[config.mk]
export PLATFORM = sky130hd
export DESIGN_NAME = conv_ctrl_flat
export DESIGN_NICKNAME = d
export VERILOG_FILES = /design/src/rtl/conv_ctrl_if.sv /design/src/rtl/conv_ctrl.sv /design/src/flat_wrapper.sv
export SDC_FILE = /design/constraint.sdc
export NUM_CORES = 1
export LEC_CHECK = 0
export BUFFER_PORTS_ARGS = -buffer_cell sky130_fd_sc_hd__buf_4
export CORE_AREA = 2 2 136 85
export DETAILED_ROUTE_END_ITERATION = 7
export DIE_AREA = 0 0 138 87
export MAX_ROUTING_LAYER = met4
export PLACE_DENSITY = 0.83
export SYNTH_ARGS = -nofsm -noshare
export SYNTH_HDL_FRONTEND = slang
export SYNTH_SLANG_ARGS = --single-unit
[constraint.sdc]
create_clock -name clk -period 2.7 [get_ports clk]
set_input_delay 0 -clock clk [delete_from_list [all_inputs] [get_ports clk]]
set_output_delay 0 -clock clk [all_outputs]
set_load 0.02 [all_outputs]
[src/rtl/conv_ctrl_if.sv]
// Weight/pixel input streams and the registered pixel stream toward the conv engine.
interface conv_ctrl_if;
   logic              w_valid;
   logic signed [7:0] w_data;
   logic              w_ready;
   logic              pix_valid;
   logic [7:0]        pix_data;
   logic              pix_ready;
   logic              conv_valid_o;
   logic [7:0]        conv_data_o;

   modport master (
      output w_valid, w_data, pix_valid, pix_data,
      input  w_ready, pix_ready, conv_valid_o, conv_data_o
   );

   modport slave (
      input  w_valid, w_data, pix_valid, pix_data,
      output w_ready, pix_ready, conv_valid_o, conv_data_o
   );
endinterface

[src/rtl/conv_ctrl.sv]
// Job sequencer for the conv engine: per channel, load 9 kernel taps, stream
// PIX_PER_CHNL pixels with one-cycle registered latency, then wait for channel done.
module conv_ctrl #(
   parameter int PIX_PER_CHNL = 64,
   parameter int CNT_W        = 16
) (
   input  logic              clk,
   input  logic              rst,
   input  logic              start,
   input  logic              abort,
   input  logic [7:0]        cfg_chnl_num,
   input  logic              conv_chnl_done,
   conv_ctrl_if.slave        s,
   output logic signed [7:0] weight1,
   output logic signed [7:0] weight2,
   output logic signed [7:0] weight3,
   output logic signed [7:0] weight4,
   output logic signed [7:0] weight5,
   output logic signed [7:0] weight6,
   output logic signed [7:0] weight7,
   output logic signed [7:0] weight8,
   output logic signed [7:0] weight9,
   output logic              busy,
   output logic              done,
   output logic [7:0]        chnl_idx
);

   localparam logic [2:0] S_IDLE   = 3'd0;
   localparam logic [2:0] S_LOAD_W = 3'd1;
   localparam logic [2:0] S_STREAM = 3'd2;
   localparam logic [2:0] S_DRAIN  = 3'd3;
   localparam logic [2:0] S_FIN    = 3'd4;

   localparam logic [CNT_W-1:0] LAST_PIX = CNT_W'(PIX_PER_CHNL - 1);

   logic [2:0]       state_q, state_d;
   logic [7:0]       n_q, n_d;
   logic [7:0]       chnl_q, chnl_d;
   logic [CNT_W-1:0] pix_cnt_q, pix_cnt_d;
   logic [3:0]       w_idx_q, w_idx_d;
   logic             flag_q, flag_d;
   logic [8:0][7:0]  wts_q, wts_d;
   logic             conv_valid_q, conv_valid_d;
   logic [7:0]       conv_data_q, conv_data_d;
   logic             w_hs, pix_hs;

   assign w_hs   = s.w_valid   && (state_q == S_LOAD_W);
   assign pix_hs = s.pix_valid && (state_q == S_STREAM);

   always_comb begin
      state_d      = state_q;
      n_d          = n_q;
      chnl_d       = chnl_q;
      pix_cnt_d    = pix_cnt_q;
      w_idx_d      = w_idx_q;
      flag_d       = flag_q;
      wts_d        = wts_q;
      conv_valid_d = 1'b0;
      conv_data_d  = conv_data_q;

      case (state_q)
         S_IDLE: begin
            if (start) begin
               if (cfg_chnl_num != 8'd0) begin
                  n_d       = cfg_chnl_num;
                  chnl_d    = 8'd0;
                  pix_cnt_d = '0;
                  w_idx_d   = 4'd0;
                  flag_d    = 1'b0;
                  state_d   = S_LOAD_W;
               end else begin
                  state_d   = S_FIN;
               end
            end
         end
         S_LOAD_W: begin
            if (w_hs) begin
               wts_d[w_idx_q] = s.w_data;
               if (w_idx_q == 4'd8) begin
                  w_idx_d = 4'd0;
                  state_d = S_STREAM;
               end else begin
                  w_idx_d = w_idx_q + 4'd1;
               end
            end
         end
         S_STREAM: begin
            if (conv_chnl_done) flag_d = 1'b1;
            if (pix_hs) begin
               conv_valid_d = 1'b1;
               conv_data_d  = s.pix_data;
               if (pix_cnt_q == LAST_PIX) begin
                  pix_cnt_d = '0;
                  state_d   = S_DRAIN;
               end else begin
                  pix_cnt_d = pix_cnt_q + 1'b1;
               end
            end
         end
         S_DRAIN: begin
            // A done pulse that arrived while streaming is remembered in flag_q.
            if (flag_q || conv_chnl_done) begin
               flag_d    = 1'b0;
               pix_cnt_d = '0;
               w_idx_d   = 4'd0;
               if (chnl_q == n_q - 8'd1) begin
                  state_d = S_FIN;
               end else begin
                  chnl_d  = chnl_q + 8'd1;
                  state_d = S_LOAD_W;
               end
            end
         end
         S_FIN:   state_d = S_IDLE;
         default: state_d = S_IDLE;
      endcase

      // Abort cancels the job but keeps the taps already loaded.
      if (abort) begin
         state_d      = S_IDLE;
         conv_valid_d = 1'b0;
         flag_d       = 1'b0;
         wts_d        = wts_q;
      end
   end

   always_ff @(posedge clk) begin
      if (rst) begin
         state_q      <= S_IDLE;
         n_q          <= 8'd0;
         chnl_q       <= 8'd0;
         pix_cnt_q    <= '0;
         w_idx_q      <= 4'd0;
         flag_q       <= 1'b0;
         wts_q        <= '0;
         conv_valid_q <= 1'b0;
         conv_data_q  <= 8'd0;
      end else begin
         state_q      <= state_d;
         n_q          <= n_d;
         chnl_q       <= chnl_d;
         pix_cnt_q    <= pix_cnt_d;
         w_idx_q      <= w_idx_d;
         flag_q       <= flag_d;
         wts_q        <= wts_d;
         conv_valid_q <= conv_valid_d;
         conv_data_q  <= conv_data_d;
      end
   end

   assign s.w_ready      = (state_q == S_LOAD_W);
   assign s.pix_ready    = (state_q == S_STREAM);
   assign s.conv_valid_o = conv_valid_q;
   assign s.conv_data_o  = conv_data_q;
   assign busy           = (state_q == S_LOAD_W) || (state_q == S_STREAM) || (state_q == S_DRAIN);
   assign done           = (state_q == S_FIN);
   assign chnl_idx       = chnl_q;

   assign weight1 = wts_q[0];
   assign weight2 = wts_q[1];
   assign weight3 = wts_q[2];
   assign weight4 = wts_q[3];
   assign weight5 = wts_q[4];
   assign weight6 = wts_q[5];
   assign weight7 = wts_q[6];
   assign weight8 = wts_q[7];
   assign weight9 = wts_q[8];

endmodule

[src/flat_wrapper.sv]
// flat-port wrapper written by rule: the top's interface ports become plain ports
module conv_ctrl_flat 
#(
   parameter int PIX_PER_CHNL = 64,
   parameter int CNT_W        = 16
)
  (clk, rst, start, abort, cfg_chnl_num, conv_chnl_done, weight1, weight2, weight3, weight4, weight5, weight6, weight7, weight8, weight9, busy, done, chnl_idx, s_w_valid, s_w_data, s_pix_valid, s_pix_data, s_w_ready, s_pix_ready, s_conv_valid_o, s_conv_data_o);
  conv_ctrl_if s_i ();
  input  logic clk;
  input  logic rst;
  input  logic start;
  input  logic abort;
  input  logic [7:0] cfg_chnl_num;
  input  logic conv_chnl_done;
  output logic signed [7:0] weight1;
  output logic signed [7:0] weight2;
  output logic signed [7:0] weight3;
  output logic signed [7:0] weight4;
  output logic signed [7:0] weight5;
  output logic signed [7:0] weight6;
  output logic signed [7:0] weight7;
  output logic signed [7:0] weight8;
  output logic signed [7:0] weight9;
  output logic busy;
  output logic done;
  output logic [7:0] chnl_idx;
  input wire logic [$bits(s_i.w_valid)-1:0] s_w_valid;
  input wire logic [$bits(s_i.w_data)-1:0] s_w_data;
  input wire logic [$bits(s_i.pix_valid)-1:0] s_pix_valid;
  input wire logic [$bits(s_i.pix_data)-1:0] s_pix_data;
  output wire logic [$bits(s_i.w_ready)-1:0] s_w_ready;
  output wire logic [$bits(s_i.pix_ready)-1:0] s_pix_ready;
  output wire logic [$bits(s_i.conv_valid_o)-1:0] s_conv_valid_o;
  output wire logic [$bits(s_i.conv_data_o)-1:0] s_conv_data_o;
  assign s_i.w_valid = s_w_valid;
  assign s_i.w_data = s_w_data;
  assign s_i.pix_valid = s_pix_valid;
  assign s_i.pix_data = s_pix_data;
  assign s_w_ready = s_i.w_ready;
  assign s_pix_ready = s_i.pix_ready;
  assign s_conv_valid_o = s_i.conv_valid_o;
  assign s_conv_data_o = s_i.conv_data_o;
  conv_ctrl #(.PIX_PER_CHNL(PIX_PER_CHNL), .CNT_W(CNT_W)) u_core (.clk(clk), .rst(rst), .start(start), .abort(abort), .cfg_chnl_num(cfg_chnl_num), .conv_chnl_done(conv_chnl_done), .s(s_i), .weight1(weight1), .weight2(weight2), .weight3(weight3), .weight4(weight4), .weight5(weight5), .weight6(weight6), .weight7(weight7), .weight8(weight8), .weight9(weight9), .busy(busy), .done(done), .chnl_idx(chnl_idx));
endmodule
==> impl_metrics.tcl, run 1 <==
set metrics [dict create \
    relSlewSlack_pct 25.6 \
    routed_via_density 5.62 \
    grt_pass1_wl_um 23700 \
    ys_ff_latch 121 \
    die_w_um 138 \
    criticalPathCategory "flop to flop" \
    finalHoldViolCount 0 \
    synthArstFlopShare_pct 0 \
    post-cts-setup-buffers 0 \
    final_nets 806 \
    rsz0062_at_grt "no" \
    grt_pass1_vias 4753 \
    r2r_start "u_core.n_q[0]$_SDFFE_PP0P_" \
    synth.most_common_cell "dfxtp_1" \
    drive_above_1_share_pct 22.0 \
    area_delta_synth_final_pct 35.4 \
    skew_ps 14.8 \
    max-cap-violations 0 \
    min_path_type "input pin to flop" \
    ant_nets 0 \
    synth_edf_count 0 \
    crit_required_ps 3000 \
    crit_path_end_kind "flop" \
    syn_area_mm2 0.00527 \
    ff2ff_setup_slack_ps 120 \
    portBuffers 123 \
    antenna_cells 0 \
    overflow 0 \
    place_worst_setup_slack_ps 104 \
    max-clock-path-buffers 2 \
    numCtsBuffers 17 \
    path_max_fanout 5 \
    cts_root_buffer "clkbuf_16" \
    fin_crit_sh_pct 95.7 \
    rows 30 \
    report.final.slew_viol_count 0 \
    ios 124 \
    ir_drop_mv 0.506 \
    synth_area_leaders "dfxtp_1 (46%), a21oi_1 (7.5%), nand2_1 (6.4%)" \
    hold_depth 3 \
    reg2regPathDepth 8 \
    crit_path_cell_trace "inv_1, ha_1, or3b_4, or4_4, a31oi_4, nand3_2, or3_4, a2111oi_4" \
    syn-num-nets 671 \
    die_h_um 87 \
    clock_latency_ps 410 \
    crit_arrival_ps 2880 \
    grt_use_total_pct 25.4 \
    tightest_slew_ps 1120 \
    p_leak_nw 2.90 \
    drt_iter0_markers 501 \
    holdCritStartpoint "s_pix_valid" \
    vias 5199 \
    gp_congestion 0.872 \
    wl_per_cell_um 16.3 \
    antenna_found_initial 0 \
    critPathLaunchType "flop" \
    synth.top_cell.area_share_pct 46.0 \
    dieArea_mm2 0.0120 \
    status "completed" \
    setup_viol 0 \
    htreeDepth 4 \
    design.core.area_mm2 0.0109 \
    path_delay_family "simple AND/OR/NAND/NOR gates" \
    ys_seq_area_share_pct 46.0 \
    ys.flop_type "dfxtp_1" \
    period_minus_slack_ps 2580 \
    grt_max_degree 107 \
    tritoncts "yes" \
    remaining_drc_errors 0 \
    syn-instance-count 633 \
    start_util_pct 48.4 \
    slowest_delay_ps 500 \
    wirelength_um 15000 \
    path_buf_inv 1 \
    layout_setup_ws_ps 117 \
    yosysTopAreaCell "dfxtp_1" \
    synth_commonest_cells "dfxtp_1 (121), nand2_1 (90), a21oi_1 (79)" \
    cp_slowest_cell "or4_4" \
    ys_types 54 \
    hold_end "u_core.s.conv_valid_o$_SDFF_PP0_" \
    hpwlAfterDp_um 10200 \
    yosysWarnings 0 \
    max_freq_ghz 0.387 \
    fin_setup_tns_ps 0 \
    p_per_area_mw_per_mm2 608 \
    r2r_end "u_core.state_q[2]$_SDFFE_PP0P_" \
    synth.avg_cell_area_um2 8.32 \
    drt-pass1-iter-count 5 \
    path_clk_slew_ps 50 \
    cts_sinks 121 \
]
-- sequential cells by signal, indices dropped and copies added (netlist names) --
name and count:
u_core.n_q 8, u_core.state_q 3, u_core.s.conv_valid_o 1, u_core.chnl_idx 8, u_core.flag_q 1, u_core.weight7 8
u_core.weight1 8, u_core.weight9 8, u_core.weight2 8, u_core.weight8 8, u_core.s.conv_data_o 8, u_core.weight3 8
u_core.w_idx_q 4, u_core.weight6 8, u_core.pix_cnt_q 16, u_core.weight5 8, u_core.weight4 8
-- worst max path at each step --
| stage | from | endpoint | slack (ps) | cells past startpoint |
|---|---|---|---|---|
| after floorplan | u_core.n_q[0]$_SDFFE_PP0P_ | u_core.state_q[2]$_SDFFE_PP0P_ | 300 | 8 |
| after global placement | u_core.n_q[0]$_SDFFE_PP0P_ | u_core.state_q[2]$_SDFFE_PP0P_ | 250 | 8 |
| after detailed placement | u_core.n_q[0]$_SDFFE_PP0P_ | u_core.state_q[2]$_SDFFE_PP0P_ | 100 | 8 |
| after CTS | u_core.n_q[0]$_SDFFE_PP0P_ | u_core.state_q[2]$_SDFFE_PP0P_ | 50 | 8 |
| after global routing | u_core.n_q[0]$_SDFFE_PP0P_ | u_core.chnl_idx[4]$_SDFFE_PP0P_ | 8 | 8 |
| final | u_core.n_q[0]$_SDFFE_PP0P_ | u_core.state_q[2]$_SDFFE_PP0P_ | 120 | 8 |
-- per-stage QoR --
step                      hold slack (ps)  area [um2]  instances  power (mW)  utilization [%]
after detailed placement              261        6270        867        2.14             57.6
final                                 112        7130        925        4.34             65.5
after floorplan                      76.0        5270        633        2.04                -
after global placement                247        6270        867        2.13             57.6
after CTS                             110        7110        925        4.35             65.3
after global routing                  155        7130        925        4.47             65.5
-- worst reg2reg max path, delay by kind of cell, from the launching register on --
kind / cells / cell delay [ps]
adder cells (fa/ha/maj): 1 / 170
AO/OA/AOI/OAI: 2 / 550
buffers and inverters: 1 / 60
AND/OR/NAND/NOR: 4 / 1350
flip-flops: 1 / 350
-- layer usage --
metal	track usage, %	up-vias	part of all wire [%]
met3	5.55	27	7.2
met1	33.6	2447	45
li1	-	2485	-
met2	38.8	240	46
met5	-	-	0
met4	8.91	0	1.6
-- cell families after synthesis --
logic type,share of synthesized area (%)
AND/OR/NAND/NOR,26.5
flip-flops,46.0
AO/OA/AOI/OAI,12.5
buffers and inverters,3.68
multiplexers,6.08
XOR/XNOR,3.59
adder cells (fa/ha/maj),1.66
-- area by class of cell --
cell class | count | area (um2)
tap | 144 | 180
multi-input combinational | 461 | 2670
inverter | 10 | 37.5
fill | 876 | 3750
sequential | 121 | 2420
clock buffer | 18 | 429
timing repair buffer | 157 | 1240
clock inverter | 14 | 150
-- power breakdown --
part           leakage [nW]  internal (mW)  switching (mW)
clock network         0.276           1.36           0.836
registers             0.977           1.80          0.0228
logic                  1.65          0.136           0.180
-- placed cells by master, fill, tap and decap left out, types with 8 or more instances in the layout --
cell type      instances
nor3_1                 9
nand4_1                8
mux2i_1               32
dfxtp_1              120
clkbuf_16             17
xor2_1                11
xnor2_1                8
nand2_1               90
buf_4                131
a21oi_1               79
nor2_1                57
nand3_1               65
dlygate4sd3_1         26
o21ai_0                9
inv_1                  9
-- repair_timing --
item | 4_1_cts | 5_1_grt
endpoints found under the hold margin | 93 | 0
setup endpoints to repair | 0 | 5
resized for setup | 0 | 4
hold buffers | 26 | 0
Power figures use the tool's default switching activity.
==> run 2, diff against run 1 <==
--- a/config.mk
+++ b/config.mk
@@ -6,11 +6,12 @@
 export NUM_CORES = 1
 export LEC_CHECK = 0
 export BUFFER_PORTS_ARGS = -buffer_cell sky130_fd_sc_hd__buf_4
-export CORE_AREA = 2 2 136 85
+export CORE_AREA = 3 3 137 86
 export DETAILED_ROUTE_END_ITERATION = 7
-export DIE_AREA = 0 0 138 87
+export DIE_AREA = 0 0 140 89
 export MAX_ROUTING_LAYER = met4
 export PLACE_DENSITY = 0.83
+export REMOVE_ABC_BUFFERS = 1
 export SYNTH_ARGS = -nofsm -noshare
 export SYNTH_HDL_FRONTEND = slang
 export SYNTH_SLANG_ARGS = --single-unit
==> impl_metrics.tcl, run 2 (same netlist as run 1, synthesis figures left out) <==
set metrics [dict create \
    status "completed" \
    setup_viol 0 \
    grt_use_met3_pct 4.65 \
    gp_congestion 0.857 \
    post-route-util_pct 67.8 \
    wl_per_cell_um 16.6 \
    antenna_cells 0 \
    hpwlAfterDp_um 10400 \
    tritoncts "yes" \
    die_h_um 89 \
    final_common_cell "buf_4" \
    path_clk_slew_ps 60 \
    switching_power_mw 1.05 \
    total_power_mw 4.35 \
    final_cell_mix "buf_4 (132), dfxtp_1 (121), nand2_1 (90)" \
    fin_crit_sh_pct 95.6 \
    p_leak_nw 2.92 \
    max_freq_ghz 0.387 \
    multiInputGateArea_mm2 0.00265 \
    cts_sinks 121 \
    drive_above_1_share_pct 22.2 \
    path_buf_inv 1 \
    top_register "u_core.pix_cnt_q" \
    vias 5231 \
    seqPwrFrac_pct 41.9 \
    design.core.area_mm2 0.0105 \
    placed_cells 864 \
    finalHoldViolCount 0 \
    layoutNonFillerInstCount 922 \
    criticalPathCategory "flop to flop" \
    post-cts-setup-buffers 0 \
    cp_slowest_cell "or4_4" \
    largest_reg_flops 16 \
    switching_share_pct 24.1 \
    report.final.slew_viol_count 0 \
    die_w_um 140 \
    final-seq-area_mm2 0.00242 \
    antenna_found_initial 0 \
    dieArea_mm2 0.0125 \
    crit_required_ps 3000 \
    path_max_fanout 5 \
    tightest_slew_ps 682 \
    grt_pass1_wl_um 23900 \
    clock_latency_ps 400 \
    routed_via_density 5.67 \
    clkPwrFrac_pct 50.8 \
    rsz0062_at_grt "no" \
    ios 124 \
    cts_root_buffer "clkbuf_16" \
    max-cap-violations 0 \
    htreeDepth 4 \
    overflow 0 \
    path_depth 8 \
    crit_path_end_kind "flop" \
    ir_drop_mv 0.480 \
    ant_nets 0 \
    drt-pass1-iter-count 5 \
    crit_arrival_ps 2880 \
    rows 29 \
    grt.busiest_layer "met2" \
    skew_ps 8.33 \
    area_delta_synth_final_pct 35.4 \
    numCtsBuffers 17 \
    drt_iter0_markers 414 \
    crit_path_cell_trace "inv_1, ha_1, or3b_4, or4_4, a31oi_4, nand3_2, or3_1, a2111oi_2" \
    path_delay_family "simple AND/OR/NAND/NOR gates" \
    p_per_area_mw_per_mm2 610 \
    portBuffers 123 \
    max-clock-path-buffers 2 \
    wirelength_um 15300 \
    min_path_type "input pin to flop" \
    remaining_drc_errors 0 \
    final_nets 808 \
    period_minus_slack_ps 2580 \
    power_frac_comb_pct 7.3 \
    fill_cells 829 \
    relSlewSlack_pct 54.5 \
    grt_pass1_vias 4959 \
    grt_use_total_pct 24.5 \
    slowest_delay_ps 500 \
    start_util_pct 50.0 \
    grt_max_degree 63 \
    reg2regPathDepth 8 \
    grtUsageMet2_pct 39.9 \
    hold_depth 2 \
    critPathLaunchType "flop" \
    p_int_mw 3.30 \
    gr-usage-met1_pct 31.3 \
]
-- run 2: cell types whose count changed in the layout (fill, tap and decap cells not counted), sizes merged --
| cell | delta |
|---|---|
| clkinv | -1 |
| inv | +2 |
| clkbuf | -1 |
| buf | +2 |
-- run 2: layout make-up --
class,count,share of cell area [%]
flip-flops and latches,121,34.0
well taps,139,2.44
clock buffers,17,5.96
inverters,10,0.526
multi-input cells,461,37.2
clock inverters,15,2.12
repair buffers,159,17.8
-- run 2: repair_timing --
action	4_1_cts	5_1_grt
endpoints found under the hold margin	92	0
endpoints found under the setup margin	0	2
gates resized for setup	0	1
hold buffers	26	0
-- run 2: layer usage --
metal | wire, um | share of wire (%)
met5 | 0 | 0
met4 | 274 | 1.8
met3 | 1110 | 7.2
met2 | 7080 | 46
met1 | 6830 | 45
-- run 2: path summary, 6_finish.rpt --
kind	start	endpoint	slack, ps
hold / removal	rst	u_core.n_q[2]$_SDFFE_PP0P_	50
hold reg to reg	u_core.weight6[5]$_SDFFE_PP0P_	u_core.weight6[5]$_SDFFE_PP0P_	450
setup / recovery	u_core.n_q[0]$_SDFFE_PP0P_	u_core.state_q[2]$_SDFFE_PP0P_	120
setup reg to reg	u_core.n_q[0]$_SDFFE_PP0P_	u_core.state_q[2]$_SDFFE_PP0P_	120
-- run 2: power groups by stage --
stage | combinational (mW) | sequential [mW] | clock (mW)
global placement | 0.274 | 1.86 | 0
floorplan | 0.141 | 1.86 | 0
global route | 0.345 | 1.82 | 2.30
finish | 0.319 | 1.82 | 2.21
CTS | 0.314 | 1.82 | 2.22
detailed placement | 0.282 | 1.86 | 0
-- run 2: through the flow --
step           TNS, ps  hold slack (ps)  instance area (um2)  setup WS, ps
3_3_place_gp         0              248                 6290           245
4_1_cts              0             29.9                 7130           108
6_report             0             47.0                 7130           119
2_1_floorplan     -582             69.1                 5110         -24.4
3_5_place_dp         0              260                 6290           136
5_1_grt              0             65.8                 7130          34.6
==> run 3, diff against run 2 <==
--- a/config.mk
+++ b/config.mk
@@ -10,7 +10,7 @@
 export DETAILED_ROUTE_END_ITERATION = 7
 export DIE_AREA = 0 0 140 89
 export MAX_ROUTING_LAYER = met4
-export PLACE_DENSITY = 0.83
+export PLACE_DENSITY = 0.78
 export REMOVE_ABC_BUFFERS = 1
 export SYNTH_ARGS = -nofsm -noshare
 export SYNTH_HDL_FRONTEND = slang
==> impl_metrics.tcl, run 3 (same netlist as run 1, synthesis figures left out) <==
set metrics [dict create \
    critPathLaunchType "flop" \
    die_w_um 140 \
    rsz0062_at_grt "no" \
    r2r_start "u_core.n_q[0]$_SDFFE_PP0P_" \
    tritoncts "yes" \
    report.final.slew_viol_count 0 \
    path_clk_slew_ps 60 \
    p_per_area_mw_per_mm2 624 \
    portBuffers 123 \
    htreeDepth 4 \
    startpoint "u_core.n_q[0]$_SDFFE_PP0P_" \
    antenna_found_initial 0 \
    grt_max_degree 56 \
    final_nets 808 \
    tightest_slew_ps 704 \
    cts_root_buffer "clkbuf_16" \
    cts_sinks 121 \
    dieArea_mm2 0.0125 \
    ios 124 \
    crit_required_ps 3000 \
    start_util_pct 50.0 \
    crit_arrival_ps 2880 \
    path_max_fanout 5 \
    routed_via_density 5.56 \
    gp_congestion 0.892 \
    criticalPathCategory "flop to flop" \
    design.core.area_mm2 0.0105 \
    period_minus_slack_ps 2580 \
    numCtsBuffers 17 \
    finalHoldViolCount 0 \
    setup_viol 0 \
    wirelength_um 14700 \
    largest_reg_flops 16 \
    grt_pass1_wl_um 23600 \
    antenna_cells 0 \
    drive_above_1_share_pct 22.1 \
    grt_pass1_vias 4772 \
    remaining_drc_errors 0 \
    grt_use_total_pct 24.2 \
    fin_crit_sh_pct 95.4 \
    max-clock-path-buffers 2 \
    area_delta_synth_final_pct 36.3 \
    ant_nets 0 \
    clock_latency_ps 410 \
    final_cell_mix "buf_4 (132), dfxtp_1 (121), nand2_1 (90)" \
    drt_iter0_markers 387 \
    ir_drop_mv 0.517 \
    skew_ps 14.2 \
    die_h_um 89 \
    vias 5122 \
    hpwlAfterDp_um 10200 \
    final_common_cell "buf_4" \
    overflow 0 \
    holdCritStartpoint "s_pix_valid" \
    crit_path_end_kind "flop" \
    top_register "u_core.pix_cnt_q" \
    drt-pass1-iter-count 5 \
    p_leak_nw 2.94 \
    rows 29 \
    relSlewSlack_pct 52.6 \
    max_freq_ghz 0.388 \
    placed_cells 864 \
    wl_per_cell_um 15.9 \
    whs_ps 72.9 \
    status "completed" \
    min_path_type "input pin to flop" \
    post-cts-setup-buffers 0 \
    layoutNonFillerInstCount 922 \
    max-cap-violations 0 \
]
==> run 3: cell count changes in the layout (fill, tap and decap cells not counted), sizes merged <==
cell      delta
bufinv       +1
clkbuf       +2
clkinv       -1
clkinvlp     -1
inv          -1
==> run 3: worst paths after layout <==
kind,to,slack [ps],cells past startpoint
max,u_core.state_q[2]$_SDFFE_PP0P_,120,8
min,u_core.s.conv_valid_o$_SDFF_PP0_,70,3
max reg2reg,u_core.state_q[2]$_SDFFE_PP0P_,120,8
min reg2reg,u_core.weight3[0]$_SDFFE_PP0P_,460,2
==> run 3: report_power, final <==
part           total [mW]  switching (mW)  internal, mW
clock                2.34           0.836          1.51
combinational       0.312           0.175         0.137
sequential           1.82          0.0217          1.80
total                4.48            1.03          3.45
==> run 3: layer usage <==
metal	part of all wire [%]	global-route usage, %	up-vias	wire length (um)
met2	46	37.6	195	6810
li1	-	-	2489	-
met1	45	31.9	2423	6590
met4	0.91	6.77	0	134
met5	0	-	-	0
met3	7.7	5.93	15	1120
==> run 3: critical path, stage by stage, from the launching register on <==
cell       delay (ps)
dfxtp_1           350
inv_1              80
ha_1              180
or3b_4            400
or4_4             500
a31oi_4           190
nand3_2           100
or3_1             340
a2111oi_2         350
==> run 3: final cells by class <==
class                   instances  area, um2
flip-flops and latches        121       2420
inverters                      10       37.5
repair buffers                159       1270
multi-input cells             461       2650
clock buffers                  19        453
well taps                     139        174
fillers                       817       3350
clock inverters                13        168
==> run 3: through the flow <==
stage                     TNS, ps  total power [mW]  setup slack, ps  util, %  cell area (um2)
after floorplan              -582              2.00            -24.4        -             5110
after global placement          0              2.13              240     59.8             6290
after detailed placement        0              2.14              134     59.8             6290
after CTS                       0              4.51              109     68.2             7180
after global routing            0              4.62             1.49     68.2             7180
final                           0              4.48              124     68.2             7180
==> run 3: repair_timing <==
action / in CTS / in global routing
endpoints found under the setup margin: 0 / 0
resized for setup: 0 / 0
hold buffers: 26 / 0
hold endpoints to repair: 93 / 0
